[src/rtl/change_dispense_ctrl.sv]
// -----------------------------------------------------------------------------
// change_dispense_ctrl
//
// Pays out a latched change amount one coin at a time through a hopper
// request/acknowledge handshake. Each coin is the largest denomination
// (10, 5, 1) that fits in the amount still owed and is still in stock.
// A per-denomination inventory is kept. If change cannot be paid in full,
// the shortfall flag is raised.
//
// Ports
//   clk           rising-edge clock
//   reset         synchronous, active-high reset
//   start         request a payout (accepted only when idle)
//   changeAmount  amount to return, latched together with start
//   coinAck       hopper released one coin (meaningful only while coinReq=1)
//   refill        reload all inventories to INITx (accepted only when idle)
//   busy          payout in progress, from the cycle after start through DONE
//   coinReq       request one coin of type coinSel; held until coinAck
//   coinSel       0 = 1-unit, 1 = 5-unit, 2 = 10-unit
//   done          one-cycle pulse when a payout finishes
//   shortfall     last payout ended with change still owed (sticky)
//   remaining     change still owed
//   cnt10/5/1     current coin inventory per denomination
//
// All outputs are registered.
// -----------------------------------------------------------------------------
module change_dispense_ctrl #(
    parameter int unsigned DATA_W = 8,
    parameter int unsigned CNT_W  = 6,
    parameter int unsigned INIT10 = 20,
    parameter int unsigned INIT5  = 20,
    parameter int unsigned INIT1  = 20
) (
    input  logic              clk,
    input  logic              reset,
    input  logic              start,
    input  logic [DATA_W-1:0] changeAmount,
    input  logic              coinAck,
    input  logic              refill,
    output logic              busy,
    output logic              coinReq,
    output logic [1:0]        coinSel,
    output logic              done,
    output logic              shortfall,
    output logic [DATA_W-1:0] remaining,
    output logic [CNT_W-1:0]  cnt10,
    output logic [CNT_W-1:0]  cnt5,
    output logic [CNT_W-1:0]  cnt1
);

    typedef enum logic [1:0] {
        StIdle,
        StSelect,
        StDispense,
        StDone
    } state_e;

    localparam logic [1:0] Sel1  = 2'd0;
    localparam logic [1:0] Sel5  = 2'd1;
    localparam logic [1:0] Sel10 = 2'd2;

    localparam logic [CNT_W-1:0]  Init10 = CNT_W'(INIT10);
    localparam logic [CNT_W-1:0]  Init5  = CNT_W'(INIT5);
    localparam logic [CNT_W-1:0]  Init1  = CNT_W'(INIT1);
    localparam logic [DATA_W-1:0] Val10  = DATA_W'(10);
    localparam logic [DATA_W-1:0] Val5   = DATA_W'(5);
    localparam logic [DATA_W-1:0] Val1   = DATA_W'(1);

    state_e             state_q, state_d;
    logic               busy_q, busy_d;
    logic               coin_req_q, coin_req_d;
    logic [1:0]         coin_sel_q, coin_sel_d;
    logic               done_q, done_d;
    logic               shortfall_q, shortfall_d;
    logic [DATA_W-1:0]  remaining_q, remaining_d;
    logic [CNT_W-1:0]   cnt10_q, cnt10_d;
    logic [CNT_W-1:0]   cnt5_q, cnt5_d;
    logic [CNT_W-1:0]   cnt1_q, cnt1_d;

    // Value of the coin currently selected; only used while dispensing.
    logic [DATA_W-1:0]  coin_value;

    always_comb begin
        unique case (coin_sel_q)
            Sel10:   coin_value = Val10;
            Sel5:    coin_value = Val5;
            default: coin_value = Val1;
        endcase
    end

    // Next-state and registered-output logic.
    always_comb begin
        state_d     = state_q;
        busy_d      = busy_q;
        coin_req_d  = coin_req_q;
        coin_sel_d  = coin_sel_q;
        done_d      = 1'b0;
        shortfall_d = shortfall_q;
        remaining_d = remaining_q;
        cnt10_d     = cnt10_q;
        cnt5_d      = cnt5_q;
        cnt1_d      = cnt1_q;

        unique case (state_q)
            StIdle: begin
                if (refill) begin
                    cnt10_d = Init10;
                    cnt5_d  = Init5;
                    cnt1_d  = Init1;
                end
                if (start) begin
                    remaining_d = changeAmount;
                    shortfall_d = 1'b0;
                    busy_d      = 1'b1;
                    state_d     = StSelect;
                end
            end

            StSelect: begin
                // Greedy choice; a denomination is eligible only when in
                // stock, so the inventory can never underflow.
                if (remaining_q == '0) begin
                    state_d = StDone;
                end else if (remaining_q >= Val10 && cnt10_q != '0) begin
                    coin_sel_d = Sel10;
                    state_d    = StDispense;
                end else if (remaining_q >= Val5 && cnt5_q != '0) begin
                    coin_sel_d = Sel5;
                    state_d    = StDispense;
                end else if (cnt1_q != '0) begin
                    coin_sel_d = Sel1;
                    state_d    = StDispense;
                end else begin
                    shortfall_d = 1'b1;
                    state_d     = StDone;
                end
            end

            StDispense: begin
                // The request register rises one edge after entry, so an
                // ack seen before the request is visible is ignored.
                if (coin_req_q && coinAck) begin
                    coin_req_d  = 1'b0;
                    remaining_d = remaining_q - coin_value;
                    unique case (coin_sel_q)
                        Sel10:   cnt10_d = cnt10_q - 1'b1;
                        Sel5:    cnt5_d  = cnt5_q - 1'b1;
                        default: cnt1_d  = cnt1_q - 1'b1;
                    endcase
                    state_d = StSelect;
                end else begin
                    coin_req_d = 1'b1;
                end
            end

            StDone: begin
                done_d  = 1'b1;
                busy_d  = 1'b0;
                state_d = StIdle;
            end

            default: begin
                state_d = StIdle;
            end
        endcase
    end

    always_ff @(posedge clk) begin
        if (reset) begin
            state_q     <= StIdle;
            busy_q      <= 1'b0;
            coin_req_q  <= 1'b0;
            coin_sel_q  <= Sel1;
            done_q      <= 1'b0;
            shortfall_q <= 1'b0;
            remaining_q <= '0;
            cnt10_q     <= Init10;
            cnt5_q      <= Init5;
            cnt1_q      <= Init1;
        end else begin
            state_q     <= state_d;
            busy_q      <= busy_d;
            coin_req_q  <= coin_req_d;
            coin_sel_q  <= coin_sel_d;
            done_q      <= done_d;
            shortfall_q <= shortfall_d;
            remaining_q <= remaining_d;
            cnt10_q     <= cnt10_d;
            cnt5_q      <= cnt5_d;
            cnt1_q      <= cnt1_d;
        end
    end

    assign busy      = busy_q;
    assign coinReq   = coin_req_q;
    assign coinSel   = coin_sel_q;
    assign done      = done_q;
    assign shortfall = shortfall_q;
    assign remaining = remaining_q;
    assign cnt10     = cnt10_q;
    assign cnt5      = cnt5_q;
    assign cnt1      = cnt1_q;

endmodule
[config.mk]
export PLATFORM = sky130hd
export DESIGN_NAME = change_dispense_ctrl
export DESIGN_NICKNAME = d
export VERILOG_FILES = /design/src/rtl/change_dispense_ctrl.sv
export SDC_FILE = /design/constraint.sdc
export NUM_CORES = 1
export LEC_CHECK = 0
export BUFFER_PORTS_ARGS = -buffer_cell sky130_fd_sc_hd__buf_2
export CAP_MARGIN = 25
export CORE_ASPECT_RATIO = 2
export CORE_MARGIN = 5
export CORE_UTILIZATION = 58
export DETAILED_ROUTE_END_ITERATION = 8
export MAX_ROUTING_LAYER = met4
export PLACE_DENSITY = 0.82
export RECOVER_POWER = 100
export REMOVE_ABC_BUFFERS = 1
export SLEW_MARGIN = 20
export SYNTH_ARGS = -nofsm -noshare
export SYNTH_HDL_FRONTEND = slang
export SYNTH_SLANG_ARGS = --single-unit
export TNS_END_PERCENT = 20
[constraint.sdc]
create_clock -name clk -period 4.5 [get_ports clk]
set_input_delay 0.9 -clock clk [delete_from_list [all_inputs] [get_ports clk]]
set_output_delay 0.9 -clock clk [all_outputs]
set_load 0.01 [all_outputs]
==> After elaboration in Yosys (flattened, before gate mapping) <==
Index checks and enable logic that the tools add are counted.
Widths: inputs -> output; s select.
{ "classes": {"add_sub_neg": 4, "n_eq_ne": 15, "n_bitwise": 1, "n_reduce_logical": 21, "muxes": 34, "order_cmp": 2} }
{ "op_table": {"columns": ["op", "n"], "rows": [
  ["$mux 6", 7],
  ["$pmux 6 s2", 3],
  ["$reduce_bool 6->1", 3],
  ["$sub 6x1->6 const B", 3],
  ["$mux 8", 2],
  ["$ne 2x2->1 const B", 8],
  ["$pmux 8 s2", 1],
  ["$mux 1", 12],
  ["$reduce_and 4->1", 3],
  ["$mux 2", 5],
  ["$ge 8x3->1 const B", 1],
  ["$ge 8x4->1 const B", 1],
  ["$logic_not 8->1", 1],
  ["$pmux 2 s4", 1],
  ["$pmux 4 s2", 1],
  ["$sub 8x8->8", 1],
  ["$eq 2x2->1 const B", 3],
  ["$reduce_and 3->1", 2],
  ["$reduce_and 6->1", 1],
  ["$reduce_bool 2->1", 3],
  ["$eq 2x1->1 const B", 2],
  ["$ne 2x1->1 const B", 2],
  ["$pmux 1 s2", 2],
  ["$reduce_and 2->1", 2],
  ["other kinds (5)", 7]
]} }
{ "word_totals": {"inputBits": 13, "regBits": 34, "output_inout_bits": 32, "wordCells": 87} }

==> Depth between registers and ports, before layout <==
{ "depth": {"ltp_word": 6, "mapped_depth": 10, "depth_no_buf": 10} }

==> Least setup slack after synthesis <==
Ideal clock, no wire load.
{ "synth_timing": {"path_type": "reg-to-reg", "start": "register coin_sel_q[0], in the netlist coinSel[0]", "end": "register remaining_q[6], in the netlist remaining[6]", "required_ns": 4.394, "slack_ns": 2.273, "path_buffers": 0, "setup_ns": 0.106, "arrival_time_ns": 2.121, "period_less_slack_ns": 2.227, "stages_incl_launch_ff": 11, "path_cell_list": "dfxtp_1 -> inv_1 -> ha_1 -> inv_1 -> ha_1 -> inv_1 -> fa_1 -> a21o_1 -> a21oi_1 -> a22oi_1 -> o311ai_0"} }
{ "synth_between": {"elab_chain_cells": 5, "word_cells_on_any_way": 6, "cone_classes": "1 x add/sub; 2 x eq/ne; 3 x mux"} }
{ "synth_lines": {"columns": ["item", "line", "source"], "rows": [
  ["start: declaration", "72", "logic [1:0] coin_sel_q, coin_sel_d;"],
  ["start signal: assignment", "173", "coin_sel_q <= Sel1;"],
  ["start signal: assignment", "184", "coin_sel_q <= coin_sel_d;"],
  ["$eq 2x1->1 or $eq 2x2->1 (tied branches)", "84", "unique case (coin_sel_q)"],
  ["$pmux 4 s2 (*)", "84", null],
  ["$sub 8x8->8 (*)", "144", "remaining_d = remaining_q - coin_value;"],
  ["$mux 8 (*)", "142", "if (coin_req_q && coinAck) begin"],
  ["$pmux 8 s2 (*)", "104", "unique case (state_q)"],
  ["end signal: assignment", "187", "remaining_q <= remaining_d;"],
  ["end: declaration", "75", "logic [DATA_W-1:0] remaining_q, remaining_d;"]
]} }
Mark *: on every way between the ends. The rest lies on a longest branch, timed or not. The select of a mux whose other input is x is not followed.
A chain may end at the register's enable or synchronous reset.

==> Final worst setup path <==
Same ends and word-level chain as after synthesis.

==> run_results.csv <==
group,metric,value,unit
sta,max_freq,411.1,MHz
yosys,syn-mean-instance-area,8.544,sq um
global_route,grt_usage,0.2329,
yosys,synth_edf_count,0,
yosys,yosys_warnings,0,
place,hpwlAfterDp,3762,microns
setup_path,cp_slowest_cell,"fa_1",
power,p_seq_frac,0.410,
drt,drc,0,
final_layout,area_delta_synth_final,13.39,%
sta,setup_viol,0,
drt,via_count,1932,
die,die-height,92.85,microns
drt,drtIter0Drc,48,
setup_path,crit_type,"reg -> reg",
yosys,synth_seq_area_share,0.3419,
sta,drv_slew,0,
sta,clock_skew,4.342,ps
sta,hold_violations,0,
sta,rsz0062_at_grt,"false",
place,place_congestion,0.9305,
place,place_ws,2067,ps
worst_hold_path,hp-start,"shortfall",
die,row_count,30,
power,power.switching,0.3166,mW
sta,period_share,0.5406,
cts,cts_tree,"built",
cts,path_clk_slew,70,ps
yosys,synthFlopType,"dfxtp_1",
sta,fin_hold_ws,477.7,ps
setup_path,path_max_fanout,4,
job,drv_cap,0,
yosys,synthDistinctLibCells,47,
drt,antenna_left,0,
power,p_leak,0.7975,nW
cts,hold_buffers,0,
drt,wl_per_cell,16.32,microns
power,switching_share,0.3458,
power,peakVddDrop,0.3179,mV
setup_path,arrival,2610,ps
cts,post_cts_resize_count,0,
yosys,async_flop_share,0,
yosys,synth-seq-cells,34,
final_layout,n_fill_cell,323,
cts,clkLatencyLatePin,290,ps
die,io_pins,45,
place,place.port_buffers,44,
cts,cts_max_level,2,
drt,vias_per_cell,6.314,
sta,slew_headroom,0.4954,
global_route,grt_max_degree,26,
die,core_region_area,3341,sq um
setup_path,cpPeakStageDelay,390,ps
cts,clk_path_buf_depth,2,
final_layout,drive_gt1_frac,0.09124,
final_layout,antenna_cells,0,
cts,post_cts_buffers,0,
setup_path,cp_common_cell,"inv_1",
setup_path,path_cells,"inv_1 > ha_1 > inv_1 > ha_1 > inv_1 > fa_1 > a21o_1 > a21oi_1 > a22oi_1 > o311ai_0",
sta,tns,0,ps
die,die_w,51.43,microns
die,dieArea,4775,sq um
cts,clock_sink_count,34,
global_route,grt_pass1_vias,1869,
power,p_per_area,405.7,nW/um^2
global_route,globalRouteOverflowTotal,0,
outcome,status,"completed",
yosys,synthCells,233,
power,p_clk_frac,0.295,
yosys,netlist_area,1991,sq um
drt,drt-pass1-iter-count,4,
sta,min_period,2433,ps
power,p_int,0.5991,mW
power,p_comb_frac,0.295,
drt,wl,4994,microns
final_layout,nets,296,
setup_path,required,4680,ps
cts,cts-root-buf,"clkbuf_8",
global_route,grt_pass1_wl,8342,microns
setup_path,crit_start,"coinSel[0]",
setup_path,endpoint_kind,"flip-flop",
setup_path,timing.rr.start,"coinSel[0]",
cts,numCtsBuffers,5,
worst_hold_path,min_path_type,"reg -> reg",
die,start_util,0.5959,
global_route,grt_antenna_before_repair,0,
sta,fin_ws,2068,ps
sta,tightest_slew,755.9,ps
setup_path,crit_path_start_kind,"flip-flop",
flip-flops by register name, summed over array words and instances, names as in the netlist:
signal / count
shortfall: 1
remaining: 8
coinReq: 1
busy: 1
cnt1: 6
coinSel: 2
done: 1
state_q: 2
cnt10: 6
cnt5: 6
cells in the final DEF, fill, tap and decap left out, drive strengths merged, types with 9 or more instances in the layout:
master  Yosys  routed
clkbuf      9      41
nor2       36      36
dfxtp      34      34
a21oi      16      16
inv        14      14
xnor2      12      12
buf         2      11
nand2      10      10
a211oi      9       9
ha          9       9
logic make-up (layout without fill, tap and decap cells):
| logic type | Yosys count | count (layout) | synth area share |
|---|---|---|---|
| adders and majority gates | 10 | 10 | 0.06663 |
| and+or+nand+nor | 86 | 86 | 0.2351 |
| buffers and inverters | 25 | 66 | 0.04840 |
| xor gates and xnor gates | 12 | 12 | 0.05280 |
| AOI/OAI and AO/OA | 61 | 61 | 0.2300 |
| muxes | 5 | 5 | 0.02514 |
| DFF | 34 | 34 | 0.3419 |
worst max-delay path: cells and delay by family (launching register included):
kind | cells | cell delay (ps)
buf+inv | 3 | 280
compound gates | 4 | 900
flops | 1 | 350
fa+ha+maj | 3 | 800
power by group through the flow:
| stage | sequential (mW) | clock (mW) | combinational, mW |
|---|---|---|---|
| 2_1_floorplan | 0.382 | 0 | 0.189 |
| 3_3_place_gp | 0.380 | 0 | 0.273 |
| 3_5_place_dp | 0.381 | 0 | 0.278 |
| 4_1_cts | 0.374 | 0.275 | 0.280 |
| 5_1_grt | 0.382 | 0.286 | 0.302 |
| 6_report | 0.375 | 0.270 | 0.270 |
layout make-up:
type,count,area [sq um],share of cell area
multi-input cells,174,1195,0.5294
well taps,32,40.04,0.01774
repair buffers,44,178.9,0.07927
inverters,14,52.55,0.02328
flip-flops and latches,34,680.7,0.3016
clock buffers,8,110.1,0.04878
cell usage after synthesis (4+ instances only):
cell,count,share of area
xnor2_1,12,0.053
clkbuf_1,9,0.017
mux2i_1,5,0.025
nor2_1,36,0.068
ha_1,9,0.057
a21oi_1,16,0.040
or4_1,5,0.019
nand2b_1,5,0.016
o21a_1,4,0.015
dfxtp_1,34,0.34
nand2_1,10,0.019
a211oi_1,9,0.034
inv_1,14,0.026
path summary, 6_finish.rpt:
| path | to | slack [ps] | depth (start not counted) |
|---|---|---|---|
| hold reg to reg | shortfall | 480 | 2 |
| setup / recovery | remaining[6] | 2070 | 10 |
| setup reg to reg | remaining[6] | 2070 | 10 |
| hold / removal | shortfall | 480 | 2 |
layer usage:
layer / GRT usage / part of all wire / up-vias
li1: - / - / 931
met1: 0.2199 / 0.35 / 920
met2: 0.4064 / 0.55 / 61
met3: 0.04670 / 0.049 / 20
met4: 0.1575 / 0.046 / 0
met5: - / 0 / -
metrics by stage:
stage,std cells,cell area [sq um],utilization,total power [mW]
floorplan,222,1947,-,0.5706
CTS,306,2317,0.6936,0.9289
detailed placement,298,2207,0.6607,0.6592
global placement,298,2207,0.6607,0.6523
finish,306,2257,0.6757,0.9158
global route,306,2257,0.6757,0.9696
Note: power is estimated with default switching activity, not from simulation.
